--- src/rtl/run_ctrl_pkg.sv ---
// rtl/run_ctrl_pkg.sv - shared run status encoding and default tohost address for core_run_ctrl
package run_ctrl_pkg;

  typedef enum logic [2:0] {
    ST_RESET   = 3'd0,
    ST_RUN     = 3'd1,
    ST_PASS    = 3'd2,
    ST_FAIL    = 3'd3,
    ST_TIMEOUT = 3'd4,
    ST_HANG    = 3'd5
  } run_status_t;

  localparam logic [31:0] TOHOST_ADDR_DEFAULT = 32'h0000_1000;

endpackage

--- src/rtl/sat_counter.sv ---
// rtl/sat_counter.sv - saturating up-counter with synchronous clear
module sat_counter #(
  parameter int WIDTH = 32
) (
  input  logic             clk,
  input  logic             rst_n,
  input  logic             clr,
  input  logic             inc,
  output logic [WIDTH-1:0] cnt
);

  // Count up on inc, stick at all-ones, clear wins over increment
  always_ff @(posedge clk or negedge rst_n) begin
    if (!rst_n) begin
      cnt <= '0;
    end else if (clr) begin
      cnt <= '0;
    end else if (inc && (cnt != {WIDTH{1'b1}})) begin
      cnt <= cnt + {{(WIDTH-1){1'b0}}, 1'b1};
    end
  end

endmodule

--- src/rtl/core_run_ctrl.sv ---
// rtl/core_run_ctrl.sv - core reset sequencing and PASS/FAIL/TIMEOUT/HANG run control; RUN_CTRL_PERF_EN enables instret
module core_run_ctrl
  import run_ctrl_pkg::*;
#(
  parameter int                ADDR_W         = 32,
  parameter int                DATA_W         = 32,
  parameter int                CNT_W          = 32,
  parameter int                RST_CYCLES     = 4,
  parameter int                TIMEOUT_CYCLES = 2500,
  parameter int                STALL_CYCLES   = 64,
  parameter logic [ADDR_W-1:0] TOHOST_ADDR    = ADDR_W'(TOHOST_ADDR_DEFAULT)
) (
  input  logic              clk,
  input  logic              rst_n,
  output logic              core_rst,
  input  logic              mem_we,
  input  logic [ADDR_W-1:0] mem_addr,
  input  logic [DATA_W-1:0] mem_wdata,
  input  logic [ADDR_W-1:0] pc,
  input  logic              instr_retire,
  output logic              done,
  output logic [2:0]        status,
  output logic [DATA_W-1:0] exit_code,
  output logic [CNT_W-1:0]  cycle_count,
  output logic [CNT_W-1:0]  instret
);

  localparam int RST_W = (RST_CYCLES > 1) ? $clog2(RST_CYCLES) : 1;

  run_status_t       state;
  run_status_t       next_state;
  logic [RST_W-1:0]  rst_cnt;
  logic [ADDR_W-1:0] prev_pc;
  logic [CNT_W-1:0]  stall_cnt;

  logic in_run;
  logic rst_done;
  logic tohost;
  logic timeout_hit;
  logic same_pc;
  logic stall_hit;

  assign in_run      = (state == ST_RUN);
  assign rst_done    = (rst_cnt == RST_W'(RST_CYCLES - 1));
  assign tohost      = mem_we && (mem_addr == TOHOST_ADDR) && mem_wdata[0];
  assign timeout_hit = (cycle_count == CNT_W'(TIMEOUT_CYCLES - 1));
  assign same_pc     = (pc == prev_pc);
  assign stall_hit   = (STALL_CYCLES != 0) && same_pc &&
                       (stall_cnt == CNT_W'(STALL_CYCLES - 1));

  // State register; async reset drops straight back into RESET
  always_ff @(posedge clk or negedge rst_n) begin
    if (!rst_n) begin
      state <= ST_RESET;
    end else begin
      state <= next_state;
    end
  end

  // Next state: reset sequencing, then tohost > timeout > hang; terminal states hold
  always_comb begin
    next_state = state;
    unique case (state)
      ST_RESET: begin
        if (rst_done) begin
          next_state = ST_RUN;
        end
      end
      ST_RUN: begin
        if (tohost) begin
          next_state = (mem_wdata == DATA_W'(1)) ? ST_PASS : ST_FAIL;
        end else if (timeout_hit) begin
          next_state = ST_TIMEOUT;
        end else if (stall_hit) begin
          next_state = ST_HANG;
        end
      end
      default: begin
        next_state = state;
      end
    endcase
  end

  // Counts released-reset edges while holding the core in reset
  always_ff @(posedge clk or negedge rst_n) begin
    if (!rst_n) begin
      rst_cnt <= '0;
    end else if ((state == ST_RESET) && !rst_done) begin
      rst_cnt <= rst_cnt + RST_W'(1);
    end
  end

  // Latch the failure code on the store that ends the run as FAIL
  always_ff @(posedge clk or negedge rst_n) begin
    if (!rst_n) begin
      exit_code <= '0;
    end else if (in_run && (next_state == ST_FAIL)) begin
      exit_code <= mem_wdata >> 1;
    end
  end

  // Previous-cycle pc for stall detection
  always_ff @(posedge clk or negedge rst_n) begin
    if (!rst_n) begin
      prev_pc <= '0;
    end else begin
      prev_pc <= pc;
    end
  end

  sat_counter #(.WIDTH(CNT_W)) u_cycle_cnt (
    .clk   (clk),
    .rst_n (rst_n),
    .clr   (state == ST_RESET),
    .inc   (in_run),
    .cnt   (cycle_count)
  );

  sat_counter #(.WIDTH(CNT_W)) u_stall_cnt (
    .clk   (clk),
    .rst_n (rst_n),
    .clr   (!in_run || !same_pc),
    .inc   (in_run),
    .cnt   (stall_cnt)
  );

`ifdef RUN_CTRL_PERF_EN
  sat_counter #(.WIDTH(CNT_W)) u_instret_cnt (
    .clk   (clk),
    .rst_n (rst_n),
    .clr   (state == ST_RESET),
    .inc   (in_run && instr_retire),
    .cnt   (instret)
  );
`else
  logic unused_instr_retire;
  assign unused_instr_retire = instr_retire;
  assign instret             = '0;
`endif

  assign core_rst = (state == ST_RESET);
  assign done     = (state != ST_RESET) && (state != ST_RUN);
  assign status   = state;

endmodule
--- config.mk ---
export PLATFORM = sky130hd
export DESIGN_NAME = core_run_ctrl
export DESIGN_NICKNAME = d
export VERILOG_FILES = /design/src/rtl/run_ctrl_pkg.sv /design/src/rtl/sat_counter.sv /design/src/rtl/core_run_ctrl.sv
export SDC_FILE = /design/constraint.sdc
export NUM_CORES = 1
export LEC_CHECK = 0
export ABC_AREA = 1
export ABC_CLOCK_PERIOD_IN_PS = 2700
export BUFFER_PORTS_ARGS = -buffer_cell sky130_fd_sc_hd__buf_2
export CAP_MARGIN = 20
export CORE_UTILIZATION = 30
export CTS_CLUSTER_SIZE = 40
export DETAILED_ROUTE_END_ITERATION = 10
export MAX_ROUTING_LAYER = met4
export PLACE_DENSITY = 0.57
export RECOVER_POWER = 100
export SYNTH_ARGS = -nofsm -noshare
export SYNTH_HDL_FRONTEND = slang
export SYNTH_SLANG_ARGS = --single-unit
export TNS_END_PERCENT = 100
--- constraint.sdc ---
create_clock -name clk -period 2.7 [get_ports clk]
set_clock_uncertainty 0.05 [all_clocks]
set_input_delay 0.27 -clock clk [delete_from_list [all_inputs] [get_ports clk]]
set_output_delay 0.27 -clock clk [all_outputs]
set_load 0.02 [all_outputs]
* Yosys cells after proc, flatten, opt, wreduce, memory -nomap -nowiden
Cells that the tools add are included.
** Storage, ports and cells
- Bits in registers :: 132
- Bits in latches :: 0
- RAM bits :: 0
- Bits in read-only memories :: 0
- Word-level logic and storage cells :: 46
- Memories :: 0
** Operators by class
- Add/subtract/negate cells :: 3
- Multipliers :: 0
- Divide/modulo/power cells :: 0
- Order comparisons :: 0
- Equal/unequal tests :: 11
- Shifts and indexed selects :: 0
- Multiplexer cells :: 10
- Bitwise operators :: 0
- Reduce and logical (&&, ||, !) cells :: 16
** Operators by type and width (number)
- $mux W32 :: 4
- $add A32 B1 Y32 const B :: 2
- $ne A32 B32 Y1 const B :: 2
- $eq A32 B1 Y1 const B :: 1
- $eq A32 B12 Y1 const B :: 1
- $eq A32 B13 Y1 const B :: 1
- $eq A32 B32 Y1 :: 1
- $eq A32 B6 Y1 const B :: 1
- $mux W3 :: 4
- $logic_and A1 B1 Y1 :: 8
- $pmux W3 S2 :: 1
- $reduce_bool A2 Y1 :: 2
- $eq A3 B1 Y1 const B :: 1
- $eq A3 B2 Y1 const B :: 1
- $logic_not A1 Y1 :: 3
- $logic_not A3 Y1 :: 1
- $ne A3 B1 Y1 const B :: 1
- $reduce_bool A3 Y1 :: 1
- $add A2 B1 Y2 const B :: 1
- $eq A2 B2 Y1 const B :: 1
- $logic_or A1 B1 Y1 :: 1
- $mux W1 :: 1

* Longest topological paths before layout
Gate-level depths: netlist of run 1.
- Depth after elaboration :: 8
- Depth in mapped cells :: 12
- Depth with buffers taken out :: 11

* Hierarchy
A second synthesis of run 1 with hierarchy kept.
** Unflattened totals
- Cell total of the unflattened synthesis :: 1224
- Area total of the unflattened synthesis :: 8315.5 um^2
** By module, submodules not included
- sat_counter :: instances 2, cells each 345, area each 2243.4 um^2, sequential area each 800.8 um^2
- core_run_ctrl :: instances 1, cells each 534, area each 3828.7 um^2, sequential area each 1701.6 um^2

* Worst setup path after synthesis of run 1
OpenSTA, ideal clock, no wires.
- Path type :: reg-to-reg
- Start :: register u_cycle_cnt.cnt[0]
- End :: register u_cycle_cnt.cnt[27]
- Library setup time :: 0.074 ns
- Arrival :: 1.779 ns
- Path slack :: 0.797 ns
- Stages on the path, launching flop included :: 13
- Path buffers :: 1
- Clock period less this slack :: 1.903 ns
- Path through :: dfrtp_1 -> ha_1 -> nand2_2 -> nor2_2 -> nand2_2 -> nor2_4 -> nand2_1 -> nand2_2 -> nand2_4 -> clkinv_8 -> buf_12 -> nand2_1 -> o21ai_2
** Between the ends
- Cells in the longest elaborated chain, start to end :: 3
- Elaborated cells on any way between the ends :: 6
** Ends and longest elaborated chain
- from (decl) :: line sat_counter.sv:9 : output logic [WIDTH-1:0] cnt
- from (signal assigned) :: line sat_counter.sv:19 : cnt <= cnt + {{(WIDTH-1){1'b0}}, 1'b1};
- $add A32 B1 Y32 / $ne A32 B32 Y1 (equally long branches) :: line sat_counter.sv:19, sat_counter.sv:18
- $mux W32 / $logic_and A1 B1 Y1 (equally long branches) :: line sat_counter.sv:18 : end else if (inc && (cnt != {WIDTH{1'b1}})) begin
- $mux W32 / $reduce_bool A2 Y1 (equally long branches)
Several ways; a longest one is shown, not always the timed one. The select of a mux whose other input is x is not followed.
A chain may end at the register's enable or synchronous reset.

* Final worst setup path of run 1
- Start :: register u_cycle_cnt.cnt[0]
- End :: register u_cycle_cnt.cnt[3]
The elaborated chain is that of the path after synthesis.

==> results.py, run 1 <==
metrics = {
    "clocking": {
        "cts_tree": "yes",
        "clock-sinks": 132,
        "postCtsSetupRepairBufs": 0,
        "cts_root_buf": "clkbuf_16",
        "cts.reportedPaths.clkPinSlew_ns": 0.06,
        "clockBufferDepth": 2,
        "numCtsBuffers": 17,
        "insertion_delay_ns": 0.42,
        "h-tree-depth": 4,
    },
    "timing": {
        "worst_hold_slack_ns": 0.04360,
        "rsz0062_at_grt": "no",
        "worstMarginPinSlew_ns": 1.663,
        "period_share_pct": 86.03,
        "fmax_ghz": 0.4305,
        "setup_tns_ns": 0,
        "fin_crit_ns": 2.323,
        "slew_headroom_pct": -10.84,
        "hold_viol_final": 0,
        "setup_viol": 0,
        "final-max-slew-violation-count": 64,
    },
    "logic_synthesis": {
        "synth_flop_cell": "dfrtp_1",
        "synthArstFlopShare_pct": 100.0,
        "syn_avg_cell_area_sq_um": 7.898,
        "ys_warn_count": 0,
        "synth_area_leaders": "dfrtp_1, nand2_1, nand3_1, inv_1, nor2_1",
        "synth_edf_count": 0,
        "ys_seq_area_share_pct": 43.93,
        "ys_ff_latch": 132,
        "synth_top_area_cell": "dfrtp_1",
        "netlist_area_sq_um": 7518,
        "synth_top_area_share_pct": 43.93,
        "ys_types": 45,
        "synthCells": 952,
    },
    "global_routing": {
        "grt_max_degree": 64,
        "grtUsageTotal_pct": 16.85,
        "grt_pass1_vias": 6684,
        "grt_pass1_wl_mm": 33.52,
        "antenna_found_initial": 0,
        "grt-ovfl-total": 0,
    },
    "worst_setup_path": {
        "crit_family": "simple AND/OR/NAND/NOR gates",
        "path_cells": "ha_1 -> nand2_1 -> nor2_2 -> nand2_2 -> nor2_4 -> nand2_1 -> nand2_1 -> nand2_4 -> clkinv_8 -> o21ai_0",
        "cp-start-kind": "flop",
        "crit_buf_inv": 1,
        "cp.arrival_ns": 2.57,
        "path_class": "reg -> reg",
        "cp_slowest_cell": "dfrtp_1",
        "cp_common_cell": "nand2_1",
        "cp.required_ns": 2.95,
        "worstPathMaxFanout": 33,
        "worst_path_largest_cell_delay_ns": 0.41,
        "crit_path_end_kind": "flop",
    },
    "floorplan": {
        "die_w_microns": 160.3,
        "start_util_pct": 30.74,
        "dieArea_sq_um": 25700,
        "ios": 201,
        "die_h_microns": 160.3,
        "fp-row-count": 57,
        "core_sq_um": 24460,
    },
    "detailed_routing": {
        "drc": 0,
        "wl_per_cell_microns": 13.52,
        "routed_via_density": 4.580,
        "num_vias": 6856,
        "drt-initial-drc-count": 401,
        "ant_nets": 0,
        "finalWirelength_mm": 20.24,
        "drt_first_pass_iters": 5,
    },
    "place": {
        "dp_hpwl_mm": 15.04,
        "io_buffer_count": 166,
        "gp_congestion": 0.9522,
    },
    "power": {
        "switching_share_pct": 22.23,
        "ir_drop_v": 0.0002883,
        "clkPwrFrac_pct": 52.6,
        "power.internal_uw": 3743,
        "pwr-share-seq_pct": 41.8,
        "p_switching_uw": 1070,
        "comb_power_share_pct": 5.6,
        "power.density_nw_per_um2": 516.7,
        "p_leak_uw": 0.004312,
    },
    "layout": {
        "diodes": 0,
        "most-common-layout-cells": "nand2_1, dfrtp_1, clkbuf_1, nand3_1, inv_1",
        "final_nets": 1263,
        "drive_above_1_share_pct": 13.73,
        "layout_commonest_cell": "nand2_1",
        "syn_to_final_growth_pct": 23.90,
        "utilization_pct": 38.08,
    },
    "run_status": {
        "outcome": "finished, violations left",
        "violations": "capacitance limit, slew limit",
    },
    "flow_run": {
        "maxCapViolCount": 1,
    },
    "min_path": {
        "hp-class": "in -> reg",
    },
}
-- power groups by stage --
stage	Sequential (uW)	Clock (uW)	Combinational (uW)
6_report	2010	2530	270
5_1_grt	2010	2680	304
4_1_cts	2010	2590	282
3_5_place_dp	2050	0	242
3_3_place_gp	2050	0	240
2_1_floorplan	2050	0	137
-- metal layers --
layer / up-vias / track usage, % / share of wire, %
li1: 3455 / - / -
met1: 3170 / 21.47 / 47
met2: 203 / 26.88 / 47
met3: 28 / 3.719 / 4.5
met4: 0 / 4.632 / 1.5
met5: - / - / 0
-- final timing paths --
| path | from | end | slack, ns | cells past startpoint |
|---|---|---|---|---|
| setup / recovery | u_cycle_cnt.cnt[0] | u_cycle_cnt.cnt[3] | 0.38 | 10 |
| hold / removal | mem_wdata[26] | exit_code[25] | 0.04 | 3 |
| setup reg to reg | u_cycle_cnt.cnt[0] | u_cycle_cnt.cnt[3] | 0.38 | 10 |
| hold reg to reg | exit_code[12] | exit_code[12] | 0.42 | 2 |
| max in group asynchronous | rst_n | u_stall_cnt.cnt[23] | 0.49 | 3 |
| min in group asynchronous | rst_n | prev_pc[2] | 0.74 | 2 |
-- synthesized netlist by cell type (all sizes together), types with 10 or more instances --
cell type,count
nor3,41
nand3,95
a21oi,17
nor4,20
nor2,95
xor2,13
nand2,259
inv,98
or2,10
o21ai,43
dfrtp,132
buf,49
xnor2,23
nand4,27
-- registers in the layout (all words and copies together), names as in the netlist --
register	flops
prev_pc	32
u_stall_cnt.cnt	32
status	3
exit_code	31
rst_cnt	2
u_cycle_cnt.cnt	32
-- worst reg2reg max path, delay by kind of cell (launching register included) --
| family | cells | cell delay, ns |
|---|---|---|
| AND/OR/NAND/NOR | 7 | 1.15 |
| flip-flops | 1 | 0.41 |
| adder cells (fa/ha/maj) | 1 | 0.26 |
| buffers and inverters | 1 | 0.20 |
| AO/OA/AOI/OAI | 1 | 0.13 |
-- layout make-up --
class                      instances  area, sq um
fill                            2579        15150
sequential                       132         3303
tap                              324        405.4
inverter                          99        384.1
timing repair buffer             211         1116
clock inverter                    11        175.2
multi-input combinational        699         3461
clock buffer                      21        470.5
-- cell families (layout without fill, tap and decap cells) --
| family | after synthesis | in the layout | synth area share (%) |
|---|---|---|---|
| compound gates | 68 | 68 | 5.908 |
| other cells | 1 | 33 | 0.04988 |
| buf+inv | 153 | 342 | 10.90 |
| xor+xnor | 36 | 36 | 4.194 |
| mux | 1 | 1 | 0.1498 |
| flops | 132 | 132 | 43.93 |
| simple gates | 558 | 558 | 34.37 |
| fa+ha+maj | 3 | 3 | 0.4993 |
-- per-stage QoR --
| step | total power (uW) | cells | setup slack, ns | area [sq um] |
|---|---|---|---|---|
| 2_1_floorplan | 2186 | 984 | 0.7974 | 7639 |
| 3_3_place_gp | 2289 | 1432 | 0.4195 | 8536 |
| 3_5_place_dp | 2292 | 1432 | 0.3968 | 8536 |
| 4_1_cts | 4888 | 1497 | 0.4145 | 9512 |
| 5_1_grt | 5003 | 1497 | 0.1038 | 9315 |
| 6_report | 4813 | 1497 | 0.3773 | 9315 |
-- what timing repair did --
action,CTS,global route
gates resized for setup,0,0
hold buffers,33,0
hold endpoints to repair,91,0
Power figures use the tool's default switching activity.
==> run 2: changes to the inputs <==
- RECOVER_POWER: 100 -> 50
==> results.py, run 2 (synthesis gave the netlist of run 1 again) <==
metrics = {
    "timing": {
        "setup_ws_ns": 0.4331,
        "worst_hold_slack_ns": 0.04220,
        "hold_viol_final": 0,
        "setup_viol": 0,
        "slew_headroom_pct": -9.942,
        "fin_crit_ns": 2.267,
        "worstMarginPinSlew_ns": 1.649,
        "setup_tns_ns": 0,
        "final-max-slew-violation-count": 64,
        "rsz0062_at_grt": "no",
        "period_share_pct": 83.96,
        "fmax_ghz": 0.4411,
    },
    "global_routing": {
        "grtUsageTotal_pct": 16.85,
        "grt_max_degree": 64,
        "grt_pass1_wl_mm": 33.52,
        "grt_pass1_vias": 6684,
        "grt-ovfl-total": 0,
        "antenna_found_initial": 0,
    },
    "worst_setup_path": {
        "cp-start-kind": "flop",
        "path_class": "reg -> reg",
        "reg2reg_slack_ns": 0.43,
        "cp.required_ns": 2.99,
        "worstPathMaxFanout": 33,
        "crit_path_end_kind": "flop",
        "r2r-end": "u_cycle_cnt.cnt[3]",
        "r2r_start": "u_cycle_cnt.cnt[0]",
        "cp.arrival_ns": 2.56,
        "worst_r2r_path_depth": 11,
    },
    "clocking": {
        "cts_tree": "yes",
        "numCtsBuffers": 17,
        "clock-sinks": 132,
        "clockBufferDepth": 2,
        "postCtsSetupRepairBufs": 0,
        "cts.reportedPaths.clkPinSlew_ns": 0.06,
        "insertion_delay_ns": 0.43,
        "cts_root_buf": "clkbuf_16",
        "h-tree-depth": 4,
        "cts_resized": 0,
    },
    "floorplan": {
        "dieArea_sq_um": 25700,
        "start_util_pct": 30.74,
        "ios": 201,
        "die_w_microns": 160.3,
        "die_h_microns": 160.3,
        "core_sq_um": 24460,
        "fp-row-count": 57,
    },
    "detailed_routing": {
        "num_vias": 6852,
        "finalWirelength_mm": 20.21,
        "ant_nets": 0,
        "wl_per_cell_microns": 13.50,
        "drt_first_pass_iters": 5,
        "drc": 0,
        "routed_via_density": 4.577,
        "drt-initial-drc-count": 414,
    },
    "power": {
        "p_leak_uw": 0.004487,
        "finalPower_uw": 4814,
        "power.density_nw_per_um2": 511.1,
        "ir_drop_v": 0.0002894,
    },
    "flow_run": {
        "maxCapViolCount": 1,
    },
    "place": {
        "gp_congestion": 0.9522,
        "post_dp_cell_area_sq_um": 8536,
        "dp_hpwl_mm": 15.04,
        "io_buffer_count": 166,
        "dp_slack_ns": 0.3968,
    },
    "layout": {
        "most-common-layout-cells": "nand2_1, dfrtp_1, buf_2, nand3_1, inv_1",
        "diodes": 0,
        "syn_to_final_growth_pct": 25.28,
        "top_regs": "prev_pc x32, u_cycle_cnt.cnt x32, u_stall_cnt.cnt x32",
        "drive_above_1_share_pct": 18.58,
        "final_nets": 1263,
        "layout_commonest_cell": "nand2_1",
        "fin_area_sq_um": 9419,
    },
    "min_path": {
        "hold_start": "mem_wdata[26]",
        "hp-class": "in -> reg",
        "hold_depth": 3,
        "whs_endpoint": "exit_code[25]",
    },
    "run_status": {
        "violations": "capacitance limit, slew limit",
        "outcome": "finished, violations left",
    },
}
run 2: cell types whose count changed in the layout (fill, tap and decap cells not counted), sizes merged:
cell,delta
buf,+38
clkbuf,-38
run 2: worst max-delay path by stage:
stage	startpoint	endpoint
CTS	u_cycle_cnt.cnt[0]	u_cycle_cnt.cnt[3]
detailed placement	mem_addr[7]	exit_code[21]
global route	rst_n	u_stall_cnt.cnt[23]
global placement	mem_addr[7]	exit_code[23]
floorplan	u_cycle_cnt.cnt[0]	u_cycle_cnt.cnt[27]
finish	u_cycle_cnt.cnt[0]	u_cycle_cnt.cnt[3]
run 2: cell type report:
class	count	area (sq um)
multi-input combinational	699	3516
clock inverter	11	175.2
sequential	132	3303
timing repair buffer	211	1165
inverter	99	384.1
fill	2545	15040
tap	324	405.4
clock buffer	21	470.5
run 2: what timing repair did:
action,4_1_cts,5_1_grt
setup endpoints to repair,0,0
endpoints found under the hold margin,91,0
hold buffers,33,0
run 2: stage by stage:
stage,util (%),std cells
floorplan,-,984
global placement,34.89,1432
detailed placement,34.89,1432
CTS,38.88,1497
global route,38.50,1497
finish,38.50,1497
run 2: critical path, stage by stage, from the launching register on:
cell	delay (ns)
dfrtp_1	0.41
ha_1	0.27
nand2_2	0.13
nor2_2	0.27
nand2_2	0.13
nor2_4	0.16
nand2_1	0.08
nand2_2	0.09
nand2_4	0.19
clkinv_8	0.23
nand2_1	0.07
o21ai_1	0.08
run 2: per-layer routing:
| metal | vias to the layer above | share of wire [%] | global-route usage (%) |
|---|---|---|---|
| li1 | 3458 | - | - |
| met1 | 3163 | 47 | 21.47 |
| met2 | 202 | 47 | 26.88 |
| met3 | 29 | 4.8 | 3.719 |
| met4 | 0 | 1.6 | 4.632 |
| met5 | - | 0 | - |
run 2: report_power, final:
group / switching [uW] / leakage (uW) / internal, uW
Sequential: 10.7 / 0.00177 / 2000
Combinational: 153 / 0.00241 / 116
Clock: 907 / 0.000309 / 1620
==> run 3: changes to the inputs <==
- ABC_CLOCK_PERIOD_IN_PS: 2700 -> 2000
- PLACE_DENSITY: 0.57 -> 0.59
- clock period: 2.7 -> 2 ns (I/O delays scaled with it)
==> results.py, run 3 (synthesis gave the netlist of run 1 again) <==
metrics = {
    "worst_setup_path": {
        "cp.arrival_ns": 2.15,
        "cp-start-kind": "flop",
        "path_cells": "nand2_1 -> nor2_1 -> nand2_1 -> nor2_4 -> nand2_1 -> nand2_2 -> nand2_4 -> buf_12 -> nand2_1 -> o21ai_2",
        "cp_common_cell": "nand2_1",
        "cp.required_ns": 2.25,
        "cp_slowest_cell": "dfrtp_1",
        "crit_path_end_kind": "flop",
        "crit_family": "simple AND/OR/NAND/NOR gates",
        "worstPathMaxFanout": 14,
        "worst_path_largest_cell_delay_ns": 0.49,
        "path_class": "reg -> reg",
        "reg2reg_slack_ns": 0.1,
        "crit_buf_inv": 1,
    },
    "place": {
        "io_buffer_count": 166,
        "post_dp_cell_area_sq_um": 8869,
        "dp_hpwl_mm": 16.01,
        "gp_congestion": 0.9229,
        "dp_cells": 1468,
    },
    "layout": {
        "most-common-layout-cells": "nand2_1, buf_2, dfrtp_1, nand3_1, inv_1",
        "layout_commonest_cell": "nand2_1",
        "top_regs": "prev_pc x32, u_cycle_cnt.cnt x32, u_stall_cnt.cnt x32",
        "fin_area_sq_um": 10130,
        "layout.cells.non_filler": 1565,
        "syn_to_final_growth_pct": 34.75,
        "utilization_pct": 41.41,
        "final_nets": 1332,
        "drive_above_1_share_pct": 24.19,
    },
    "floorplan": {
        "die_h_microns": 160.3,
        "core_sq_um": 24460,
        "start_util_pct": 30.74,
        "ios": 201,
        "die_w_microns": 160.3,
        "fp-row-count": 57,
        "dieArea_sq_um": 25700,
    },
    "global_routing": {
        "grt_pass1_wl_mm": 35.36,
        "antenna_found_initial": 1,
        "grt-ovfl-total": 0,
        "grt_max_degree": 51,
        "grt_pass1_vias": 7018,
        "grtUsageTotal_pct": 17.90,
    },
    "power": {
        "switching_share_pct": 23.58,
        "pwr-share-seq_pct": 44.0,
        "clkPwrFrac_pct": 49.3,
        "ir_drop_v": 0.0004558,
        "power.density_nw_per_um2": 610.4,
        "p_leak_uw": 0.004978,
        "power.internal_uw": 4725,
        "comb_power_share_pct": 6.7,
        "p_switching_uw": 1458,
        "finalPower_uw": 6184,
    },
    "detailed_routing": {
        "drt_first_pass_iters": 5,
        "num_vias": 7194,
        "ant_nets": 0,
        "routed_via_density": 4.597,
        "finalWirelength_mm": 22.09,
        "drt-initial-drc-count": 513,
        "drc": 0,
        "wl_per_cell_microns": 14.11,
    },
    "timing": {
        "setup_viol": 0,
        "final-max-slew-violation-count": 0,
        "fin_crit_ns": 1.901,
        "hold_viol_final": 0,
        "slew_headroom_pct": 14.72,
        "worstMarginPinSlew_ns": 1.279,
        "rsz0062_at_grt": "yes",
        "setup_tns_ns": 0,
        "fmax_ghz": 0.5261,
        "period_share_pct": 95.03,
    },
    "clocking": {
        "cts.reportedPaths.clkPinSlew_ns": 0.06,
        "clockBufferDepth": 2,
        "cts_tree": "yes",
        "clock-sinks": 132,
        "insertion_delay_ns": 0.42,
        "numCtsBuffers": 17,
        "cts_root_buf": "clkbuf_16",
        "h-tree-depth": 4,
    },
    "min_path": {
        "hp-class": "in -> reg",
    },
    "run_status": {
        "outcome": "complete, no violations",
    },
    "flow_run": {
        "maxCapViolCount": 0,
    },
}
run 3: cell types whose count changed in the layout (fill, tap and decap cells not counted), sizes merged, moves of 2 or more:
cell / change
clkbuf: -38
bufinv: -2
buf: +73
clkinvlp: +3
dlygate4sd3: +30
run 3: worst reg2reg max path, stage by stage (launching register included):
cell	delay, ns
dfrtp_1	0.49
nand2_1	0.12
nor2_1	0.25
nand2_1	0.14
nor2_4	0.13
nand2_1	0.08
nand2_2	0.09
nand2_4	0.12
buf_12	0.18
nand2_1	0.08
o21ai_2	0.06
run 3: metrics by stage:
stage / worst slack (ns) / hold WS, ns
after global placement: 0.1371 / 0.1384
after CTS: 0.02064 / 0.01139
final: 0.09933 / 0.02413
after global routing: -0.006631 / 0.02946
after floorplan: 0.09743 / -0.1456
after detailed placement: 0.09211 / 0.1334
run 3: area by class of cell:
type / count / area (sq um)
flip-flops and latches: 132 / 3304
repair inverters: 1 / 8.758
clock inverters: 12 / 135.1
clock buffers: 18 / 429.2
well taps: 324 / 405.4
repair buffers: 279 / 1871
inverters: 99 / 387.9
fillers: 2474 / 14330
diodes: 1 / 2.502
multi-input cells: 699 / 3587
run 3: layer usage:
layer / GRT usage [%] / routed length, microns / up-vias
li1: - / - / 3595
met1: 22.43 / 10030 / 3390
met2: 29.37 / 10760 / 191
met3: 3.125 / 982 / 18
met4: 5.541 / 321 / 0
met5: - / 0 / -
run 3: power groups by stage:
| stage | clock network (uW) | registers, uW | logic [uW] |
|---|---|---|---|
| finish | 3050 | 2720 | 414 |
| global route | 3240 | 2720 | 464 |
| CTS | 3150 | 2720 | 427 |
| detailed placement | 0 | 2770 | 331 |
| global placement | 0 | 2770 | 328 |
| floorplan | 0 | 2770 | 185 |
run 3: timing repair:
| item | CTS | global route |
|---|---|---|
| hold buffers | 63 | 0 |
| buffers inserted | 0 | 1 |
| setup endpoints to repair | 1 | 38 |
| endpoints found under the hold margin | 109 | 0 |
| gates cloned | 0 | 2 |
| gates resized for setup | 1 | 17 |
| pin swaps | 0 | 4 |
run 3: final timing paths:
path,from,endpoint,depth (start not counted)
max,u_cycle_cnt.cnt[12],u_cycle_cnt.cnt[17],10
min,mem_wdata[5],exit_code[4],3
max reg2reg,u_cycle_cnt.cnt[12],u_cycle_cnt.cnt[17],10
min reg2reg,exit_code[4],exit_code[4],2
max in group asynchronous,rst_n,exit_code[27],3
min in group asynchronous,rst_n,prev_pc[5],2
